## src/rtl/calc_pkg.sv

```systemverilog
// Shared types, key codes and the keypad map for the calculator digit path.
package calc_pkg;

   typedef enum logic [1:0] {
      SCAN,
      DEBOUNCE,
      HELD
   } kp_state_t;

   localparam logic [3:0] KEY_ADD = 4'd10;
   localparam logic [3:0] KEY_SUB = 4'd11;
   localparam logic [3:0] KEY_MUL = 4'd12;
   localparam logic [3:0] KEY_EQ  = 4'd13;
   localparam logic [3:0] KEY_CLR = 4'd14;
   localparam logic [3:0] KEY_NEG = 4'd15;

   // Physical keypad layout: row-major, column 0 leftmost.
   function automatic logic [3:0] kp_map(input logic [1:0] row_idx, input logic [1:0] col_idx);
      logic [3:0] code;
      case ({row_idx, col_idx})
         4'b00_00: code = 4'd1;
         4'b00_01: code = 4'd2;
         4'b00_10: code = 4'd3;
         4'b00_11: code = KEY_ADD;
         4'b01_00: code = 4'd4;
         4'b01_01: code = 4'd5;
         4'b01_10: code = 4'd6;
         4'b01_11: code = KEY_SUB;
         4'b10_00: code = 4'd7;
         4'b10_01: code = 4'd8;
         4'b10_10: code = 4'd9;
         4'b10_11: code = KEY_MUL;
         4'b11_00: code = KEY_CLR;
         4'b11_01: code = 4'd0;
         4'b11_10: code = KEY_NEG;
         default:  code = KEY_EQ;
      endcase
      return code;
   endfunction

endpackage

```

## src/rtl/calc_sync2.sv

```systemverilog
// Two-flop synchroniser; resets to all-ones to match idle pulled-up inputs.
module calc_sync2 #(
   parameter int unsigned WIDTH = 4
) (
   input  logic             clk,
   input  logic             rst,
   input  logic [WIDTH-1:0] d_i,
   output logic [WIDTH-1:0] q_o
);

   logic [WIDTH-1:0] meta_q;
   logic [WIDTH-1:0] sync_q;

   // Two-stage capture of the asynchronous input.
   always_ff @(posedge clk or posedge rst) begin
      if (rst) begin
         meta_q <= '1;
         sync_q <= '1;
      end else begin
         meta_q <= d_i;
         sync_q <= meta_q;
      end
   end

   assign q_o = sync_q;

endmodule

```

## src/rtl/calc_keypad_encoder.sv

```systemverilog
// 4x4 matrix keypad scanner: column scan, debounce and one-pulse-per-press encoding.
module calc_keypad_encoder
   import calc_pkg::*;
#(
   parameter int unsigned SCAN_DIV   = 100_000,
   parameter int unsigned DEBOUNCE_N = 4
) (
   input  logic       clk,
   input  logic       rst,
   input  logic [3:0] row,
   output logic [3:0] col,
   output logic [3:0] key_code,
   output logic       key_valid,
   output logic       key_down
);

   localparam int unsigned SW = $clog2(SCAN_DIV);
   localparam int unsigned DW = $clog2(DEBOUNCE_N + 1);
   localparam logic [SW-1:0] SLOT_LAST = SW'(SCAN_DIV - 1);
   localparam logic [DW-1:0] DEB_MAX   = DW'(DEBOUNCE_N);

   logic [3:0]    row_s;
   logic [SW-1:0] slot_q, slot_d;
   kp_state_t     state_q, state_d;
   logic [1:0]    col_idx_q, col_idx_d;
   logic [1:0]    row_idx_q, row_idx_d;
   logic [DW-1:0] deb_q, deb_d;
   logic [3:0]    key_code_q, key_code_d;
   logic          key_valid_q, key_valid_d;
   logic          key_down_q, key_down_d;

   logic          sample;
   logic          row_any;
   logic [1:0]    low_idx;
   logic [DW-1:0] deb_inc;

   calc_sync2 #(.WIDTH(4)) u_row_sync (
      .clk (clk),
      .rst (rst),
      .d_i (row),
      .q_o (row_s)
   );

   assign sample  = (slot_q == SLOT_LAST);
   assign row_any = (row_s != 4'hF);
   assign deb_inc = (deb_q == '1) ? deb_q : deb_q + DW'(1);

   // Lowest-index active-low row wins among simultaneous presses in a column.
   always_comb begin
      low_idx = 2'd3;
      casez (row_s)
         4'b???0: low_idx = 2'd0;
         4'b??01: low_idx = 2'd1;
         4'b?011: low_idx = 2'd2;
         default: low_idx = 2'd3;
      endcase
   end

   // Slot counter: row_s is only looked at on the last count of each column slot.
   always_comb begin
      slot_d = sample ? '0 : slot_q + SW'(1);
   end

   // Scan / debounce / held sequencing; all decisions happen on sample events.
   always_comb begin
      state_d     = state_q;
      col_idx_d   = col_idx_q;
      row_idx_d   = row_idx_q;
      deb_d       = deb_q;
      key_code_d  = key_code_q;
      key_valid_d = 1'b0;
      key_down_d  = key_down_q;
      if (sample) begin
         case (state_q)
            SCAN: begin
               if (!row_any) begin
                  col_idx_d = col_idx_q + 2'd1;
               end else begin
                  row_idx_d = low_idx;
                  if (DEBOUNCE_N <= 1) begin
                     key_code_d  = kp_map(low_idx, col_idx_q);
                     key_valid_d = 1'b1;
                     key_down_d  = 1'b1;
                     deb_d       = '0;
                     state_d     = HELD;
                  end else begin
                     deb_d   = DW'(1);
                     state_d = DEBOUNCE;
                  end
               end
            end
            DEBOUNCE: begin
               if (!row_any) begin
                  deb_d     = '0;
                  col_idx_d = col_idx_q + 2'd1;
                  state_d   = SCAN;
               end else if (low_idx == row_idx_q) begin
                  if (deb_inc >= DEB_MAX) begin
                     key_code_d  = kp_map(low_idx, col_idx_q);
                     key_valid_d = 1'b1;
                     key_down_d  = 1'b1;
                     deb_d       = '0;
                     state_d     = HELD;
                  end else begin
                     deb_d = deb_inc;
                  end
               end else begin
                  row_idx_d = low_idx;
                  deb_d     = DW'(1);
               end
            end
            HELD: begin
               if (row_any) begin
                  deb_d = '0;
               end else if (deb_inc >= DEB_MAX) begin
                  key_down_d = 1'b0;
                  deb_d      = '0;
                  col_idx_d  = col_idx_q + 2'd1;
                  state_d    = SCAN;
               end else begin
                  deb_d = deb_inc;
               end
            end
            default: begin
               state_d = SCAN;
            end
         endcase
      end
   end

   // State and output registers.
   always_ff @(posedge clk or posedge rst) begin
      if (rst) begin
         slot_q      <= '0;
         state_q     <= SCAN;
         col_idx_q   <= 2'd0;
         row_idx_q   <= 2'd0;
         deb_q       <= '0;
         key_code_q  <= 4'd0;
         key_valid_q <= 1'b0;
         key_down_q  <= 1'b0;
      end else begin
         slot_q      <= slot_d;
         state_q     <= state_d;
         col_idx_q   <= col_idx_d;
         row_idx_q   <= row_idx_d;
         deb_q       <= deb_d;
         key_code_q  <= key_code_d;
         key_valid_q <= key_valid_d;
         key_down_q  <= key_down_d;
      end
   end

   // Column drive is a pure decode of the index, so exactly one bit is ever low.
   assign col       = ~(4'b0001 << col_idx_q);
   assign key_code  = key_code_q;
   assign key_valid = key_valid_q;
   assign key_down  = key_down_q;

endmodule
```

## config.mk

```make
export PLATFORM = sky130hd
export DESIGN_NAME = calc_keypad_encoder
export DESIGN_NICKNAME = d
export VERILOG_FILES = /design/src/rtl/calc_pkg.sv /design/src/rtl/calc_sync2.sv /design/src/rtl/calc_keypad_encoder.sv
export SDC_FILE = /design/constraint.sdc
export NUM_CORES = 1
export LEC_CHECK = 0
export ABC_AREA = 1
export BUFFER_PORTS_ARGS = -buffer_cell sky130_fd_sc_hd__buf_2
export CAP_MARGIN = 10
export CELL_PAD_IN_SITES_DETAIL_PLACEMENT = 0
export CELL_PAD_IN_SITES_GLOBAL_PLACEMENT = 2
export CORE_ASPECT_RATIO = 0.6
export CORE_UTILIZATION = 35
export DETAILED_ROUTE_END_ITERATION = 10
export PLACE_DENSITY_LB_ADDON = 0.12
export SYNTH_ARGS = -nofsm -noshare
export SYNTH_HDL_FRONTEND = slang
export SYNTH_SLANG_ARGS = --single-unit
```

## constraint.sdc

```tcl
create_clock -name clk -period 2.6 [get_ports clk]
set_clock_uncertainty 0.2 [all_clocks]
set_input_delay 0.13 -clock clk [delete_from_list [all_inputs] [get_ports clk]]
set_output_delay 0.13 -clock clk [all_outputs]
set_load 0.01 [all_outputs]
```

==> flow_summary.toml, run 1 <==
[logic_synthesis]
yosysSeqAreaShare = 0.4202
ys_warn_count = 0
synth_top_area_frac = 0.3328
syn_nets = 316
synth_area_leader_cell = "dfrtp_1"
syn_inst = 299
synth_area_per_cell_sq_um = 8.047
synth_area_leaders = "dfrtp_1 (33%), dfstp_2 (8.7%), nand2_1 (8.7%)"
ys_types = 28
ys_ff_latch = 40
synth_area_sq_mm = 0.002406

[clock_tree]
cts_buffer_depth = 2
numClockSinks = 40
clk_latency_ps = 280
cts_resized = 0
cts_tree = "built"
htreeDepth = 2
cts_buffers = 5
cts.reportedPaths.clkPinSlew_ps = 60
clockRootBuffer = "clkbuf_16"

[setup_path]
path_max_fanout = 5
crit_family = "simple AND/OR/NAND/NOR gates"
crit_arrival_ps = 1950
slowest_stage = "dfrtp_1"
path_cells = "inv_1, ha_1, inv_1, nor2_4, nand2_2, nor3_4, nand2_1, nand2_1, inv_1"
end_kind = "flip-flop"
cp_slowest_stage_delay_ps = 420
worst_path_most_repeated_cell = "inv_1"
worstSetupStartpointType = "flip-flop"
crit_required_ps = 2580
critPathKind = "reg2reg"
path_buf_inv = 3

[timing]
hold_viol_final = 0
rsz0062_at_grt = "false"
max_clock_freq_ghz = 0.5076
maxSlewHeadroom = 0.6631
tightest_slew_ps = 505.4
fin_tns_setup_ps = 0
final.setup.worst_slack_ps = 630.0
fin_crit_sh = 0.7577
setup_violations = 0
hold_slack_ps = 155.2
drv_slew = 0
period_needed_ps = 1970

[outcome]
status = "completed"

[floorplan]
fp.dieW_um = 109.0
std_cell_rows = 22
dieArea_sq_mm = 0.007221
core_area_sq_mm = 0.006359
start_util = 0.3784
io_pins = 16
die_h_um = 66.23

[placed_design]
dp_hpwl_um = 4125
place_congestion = 0.8595
placed_cell_area_sq_mm = 0.002594
port-buffer-count = 15
pre_cts_ws_ps = 641.7
place_inst = 399

[grt]
antenna_found_initial = 0
grtUsageTotal = 0.1631
grt-ovfl-total = 0
grt_pass1_wl_um = 8542
first_global_vias = 1670
grt_max_degree = 41

[power_and_ir_drop]
p_leak_nw = 1.529
ir_worst_vdd_uv = 252.9
power.density_mw_per_mm2 = 500.7

[drt]
final_antenna_net_count = 0
drtIter0Drc = 112
drt-pass1-iter-count = 4
route.vias.total = 1832
finalWirelength_um = 5219
drc = 0
vias_per_cell = 4.447
wl_per_cell_um = 12.67

[finish]
antenna_cells = 0
ff_latch_area_sq_mm = 0.001011
final_cells = 412
nets = 344
drive_gt1_frac = 0.1860
fillers = 638
mostFrequentLayoutCell = "nand2_1"
multi_input_area_sq_mm = 0.001177
stdcell_area_sq_mm = 0.002815
layout_common_cells = "nand2_1 (56), inv_1 (51), nor2_1 (43)"
syn_to_final_growth_pct = 17.00

[run]
drv_cap = 0

[min_path]
hp-class = "reg2reg"
kinds of logic (layout without fill, tap and decap cells):
kind of cell / count (synthesis) / count (layout) / share of synthesized area
AND/OR/NAND/NOR: 152 / 152 / 0.3328
buffers and inverters: 57 / 86 / 0.09048
flip-flops: 40 / 40 / 0.4202
AO/OA/AOI/OAI: 29 / 29 / 0.06292
adder cells (fa/ha/maj): 11 / 11 / 0.05720
XOR/XNOR: 10 / 10 / 0.03640
synthesized netlist by cell type, drive strengths merged:
cell type,n
dfrtp,32
o211ai,1
nand4,8
nand3,22
nand3b,1
a21oi,10
o21ai,18
nor2,50
ha,11
nand2,67
xor2,10
nor3,3
and2,1
dfstp,8
clkinv,1
inv,56
area by class of cell:
| type | count | share of cell area |
|---|---|---|
| clock buffer | 5 | 0.04444 |
| tap | 84 | 0.03733 |
| inverter | 57 | 0.07733 |
| timing repair buffer | 21 | 0.04711 |
| multi-input combinational | 202 | 0.4182 |
| clock inverter | 3 | 0.01644 |
| sequential | 40 | 0.3591 |
metrics by stage:
step / total power [mW] / utilization
finish: 1.409 / 0.4427
global route: 1.471 / 0.4427
CTS: 1.431 / 0.4427
detailed placement: 0.6973 / 0.4079
floorplan: 0.6811 / -
global placement: 0.6982 / 0.4079
timing repair:
item,in CTS,in global routing
setup buffers,0,0
hold endpoints to repair,36,0
hold buffers,5,0
setup endpoints to repair,0,0
flip-flops by register name (all words and copies together), names as in the netlist, 2 cells and up:
name	count
slot_q	17
key_code	4
u_row_sync.meta_q	4
u_row_sync.q_o	4
deb_q	3
col_idx_q	2
row_idx_q	2
state_q	2
worst paths after layout:
kind | depth (start not counted) | to | slack [ps] | startpoint
min reg2reg | 0 | u_row_sync.q_o[0]$_DFF_PP1_ | 160 | u_row_sync.meta_q[0]$_DFF_PP1_
max in group asynchronous | 4 | u_row_sync.q_o[1]$_DFF_PP1_ | 1530 | rst
min | 0 | u_row_sync.q_o[0]$_DFF_PP1_ | 160 | u_row_sync.meta_q[0]$_DFF_PP1_
max reg2reg | 9 | key_code[0]$_DFFE_PP0P_ | 630 | state_q[1]$_DFFE_PP0P_
max | 9 | key_code[0]$_DFFE_PP0P_ | 630 | state_q[1]$_DFFE_PP0P_
min in group asynchronous | 4 | slot_q[10]$_DFF_PP0_ | 310 | rst
where the power goes:
part | total, mW | leakage [nW] | internal [mW] | switching [mW]
clock network | 0.719 | 0.0804 | 0.456 | 0.263
logic | 0.0533 | 0.931 | 0.0174 | 0.0359
registers | 0.638 | 0.517 | 0.634 | 0.00372
total | 1.41 | 1.53 | 1.11 | 0.302
metal layers:
metal  vias to the layer above  track usage  wire length, um
met3                         7      0.03842              240
li1                        983            -                -
met1                       809       0.2793             3247
met5                         -            0                0
met2                        33       0.1824             1683
met4                         0      0.04561               47
No activity file was read; power rests on OpenSTA's default activity.
==> run 2, diff against run 1 <==
--- a/config.mk
+++ b/config.mk
@@ -5,7 +5,7 @@
 export SDC_FILE = /design/constraint.sdc
 export NUM_CORES = 1
 export LEC_CHECK = 0
-export ABC_AREA = 1
+export ABC_AREA = 0
 export BUFFER_PORTS_ARGS = -buffer_cell sky130_fd_sc_hd__buf_2
 export CAP_MARGIN = 10
 export CELL_PAD_IN_SITES_DETAIL_PLACEMENT = 0
==> constraint.sdc (replaced) <==
create_clock -name clk -period 1.6 [get_ports clk]
set_clock_uncertainty 0.2 [all_clocks]
set_input_delay 0.08 -clock clk [delete_from_list [all_inputs] [get_ports clk]]
set_output_delay 0.08 -clock clk [all_outputs]
set_load 0.01 [all_outputs]
==> run 2 against run 1 <==
  * The run now ends with setup timing left
  * Sequential power is 61% higher
  * Count of clock-buffer cells in the layout stayed put
  * Critical path type unchanged
  * Wire length is 7.9% lower
  * Critical endpoint is now row_idx_q[0]$_DFFE_PP0P_
  * Worst setup slack worse by 1200 ps
  * Sequential cell count stayed put
  * Non-clock buffer count is 54 higher
  * Global-route usage is 1.3 points higher
  * Core utilization is 7.3 points higher
==> flow_summary.toml, run 2 <==
[drt]
drtIter0Drc = 87
final_antenna_net_count = 0
wl_per_cell_um = 13.61
route.vias.total = 1653
drt-pass1-iter-count = 4
vias_per_cell = 4.683
drc = 0
finalWirelength_um = 4806

[grt]
grt_pass1_wl_um = 8148
first_global_vias = 1650
antenna_found_initial = 0
grt_max_degree = 41
grt-ovfl-total = 0
grtUsageTotal = 0.1757

[power_and_ir_drop]
switching_power_mw = 0.4154
power.density_mw_per_mm2 = 612.0
p_leak_nw = 1.411
pwr-share-clk = 0.373
ir_worst_vdd_uv = 390.7
power_frac_seq = 0.580
swShare = 0.2328
power_frac_comb = 0.047
internal_power_mw = 1.369

[logic_synthesis]
synth_top_area_frac = 0.3853
ys_types = 45
synth-edff-count = 0
synth_flop_cell = "dfrtp_1"
async_flop_share = 1.000
synth.most_common_cell = "dfrtp_1"
synth_common_cells = "dfrtp_1 (32), nor2_1 (17), nand2_1 (15), inv_1 (13), nand3_1 (12)"
synth_area_sq_mm = 0.002078
ys_ff_latch = 40
synth_area_per_cell_sq_um = 10.60
yosysSeqAreaShare = 0.4865
syn_nets = 213
synth_area_leaders = "dfrtp_1 (39%), dfstp_2 (10%), ha_1 (6.6%)"
syn_inst = 196
synth_area_leader_cell = "dfrtp_1"
ys_warn_count = 0

[timing]
rsz0062_at_grt = "true"
maxSlewHeadroom = 0.6522
drv_slew = 0
period_needed_ps = 2122
tightest_slew_ps = 521.7
setup_violations = 26
fin_crit_sh = 1.326
hold_viol_final = 0
max_clock_freq_ghz = 0.4714
final.setup.worst_slack_ps = -521.5

[setup_path]
slowest_stage = "or4_4"
path_buf_inv = 0
cp_slowest_stage_delay_ps = 540
crit_family = "simple AND/OR/NAND/NOR gates"
crit_required_ps = 1580
rrSetupSlack_ps = -520
path_cells = "or4_4, nor4_4, o211ai_2, a21oi_2, mux2_2"
path_max_fanout = 4
r2r-start = "slot_q[14]$_DFF_PP0_"
end_kind = "flip-flop"
worstSetupStartpointType = "flip-flop"
critPathKind = "reg2reg"
cp-startpoint = "slot_q[14]$_DFF_PP0_"
crit_arrival_ps = 2100

[finish]
antenna_cells = 0
stdcell_area_sq_mm = 0.002915
regMostFlops = "slot_q"
syn_to_final_growth_pct = 40.28
mostFrequentLayoutCell = "buf_4"
fillers = 520
drive_gt1_frac = 0.4249
fin_util = 0.5161
largest_reg_flops = 17
layout_common_cells = "buf_4 (52), dfrtp_1 (32), buf_2 (15)"
nets = 289

[placed_design]
placed_cell_area_sq_mm = 0.002631
dp_hpwl_um = 3679
place_congestion = 0.8512
port-buffer-count = 15
pre_cts_ws_ps = -518.2

[min_path]
hp-class = "reg2reg"
min_from = "u_row_sync.meta_q[0]$_DFF_PP1_"

[clock_tree]
htreeDepth = 2
cts_buffers = 5
clk_latency_ps = 290
numClockSinks = 40
cts.reportedPaths.clkPinSlew_ps = 80
cts_buffer_depth = 2
cts_tree = "built"
clockRootBuffer = "clkbuf_8"

[floorplan]
die_h_um = 61.69
io_pins = 16
start_util = 0.3679
std_cell_rows = 21
dieArea_sq_mm = 0.006260
fp.dieW_um = 101.5
core_area_sq_mm = 0.005649

[outcome]
violations = "setup timing"
status = "complete, but fails checks"

[run]
drv_cap = 0
run 2: cell types whose count changed after synthesis, moves of 5 or more:
cell      before  now
clkbuf_1       0    5
nand3_1       20   12
xnor2_1        0    7
o21ai_0       17   10
a21oi_1        9    4
inv_1         51   13
nand2_4        7    0
nor2_1        43   17
nand2_1       56   15
run 2: metrics by stage:
stage / cells / hold WS (ps) / setup TNS, ps / total power, mW
floorplan: 196 / -115.5 / -10680 / 1.091
global placement: 338 / -13.49 / -10060 / 1.127
detailed placement: 338 / -13.13 / -10830 / 1.128
CTS: 353 / 158.8 / -10050 / 1.811
global route: 353 / 161.8 / -11280 / 1.875
finish: 353 / 158.2 / -8921 / 1.784
run 2: cell type report:
type                       count  area [sq um]  area share
sequential                    40          1011      0.3468
multi-input combinational    137          1119      0.3837
clock inverter                 3         18.77    0.006438
tap                           80         100.1     0.03433
clock buffer                   5         68.82     0.02361
timing repair buffer          75         549.3      0.1884
inverter                      13         48.80     0.01674
run 2: timing repair:
action	4_1_cts	5_1_grt
hold endpoints to repair	36	0
gates resized for setup	25	4
hold buffers	5	0
pin swaps	17	4
setup buffers	2	2
setup endpoints to repair	27	30
run 2: worst paths after layout:
kind                            cells past startpoint                          end
max in group asynchronous                           4      key_code[1]$_DFFE_PP0P_
worst max-delay path                                5     row_idx_q[0]$_DFFE_PP0P_
worst min-delay path                                0  u_row_sync.q_o[0]$_DFF_PP1_
worst max register to register                      5     row_idx_q[0]$_DFFE_PP0P_
worst min register to register                      0  u_row_sync.q_o[0]$_DFF_PP1_
min in group asynchronous                           4          slot_q[6]$_DFF_PP0_
run 2: routing by layer:
metal	track usage	wire [um]	vias up
met5	0	0	-
met4	0.05176	42	0
met3	0.04362	164	5
met2	0.2342	1853	23
met1	0.2748	2746	793
li1	-	-	832
run 2: logic make-up (layout without fill, tap and decap cells):
| logic type | count (synthesis) | after routing | share of synthesized area |
|---|---|---|---|
| multiplexers | 7 | 7 | 0.03793 |
| XOR/XNOR | 17 | 17 | 0.07164 |
| buffers and inverters | 19 | 96 | 0.03432 |
| flip-flops | 40 | 40 | 0.4865 |
| AO/OA/AOI/OAI | 30 | 30 | 0.1066 |
| adder cells (fa/ha/maj) | 11 | 11 | 0.06622 |
| AND/OR/NAND/NOR | 72 | 72 | 0.1969 |
run 2: worst reg2reg max path, stage by stage (launching register included):
cell	delay (ps)
dfrtp_1	380
or4_4	540
nor4_4	250
o211ai_2	130
a21oi_2	150
mux2_2	350
run 2: power by group through the flow:
stage	clock network, mW	registers, mW	logic [mW]
global placement	0	1.05	0.0732
detailed placement	0	1.05	0.0739
CTS	0.692	1.03	0.0843
floorplan	0	1.05	0.0416
global route	0.746	1.04	0.0928
finish	0.666	1.03	0.0834
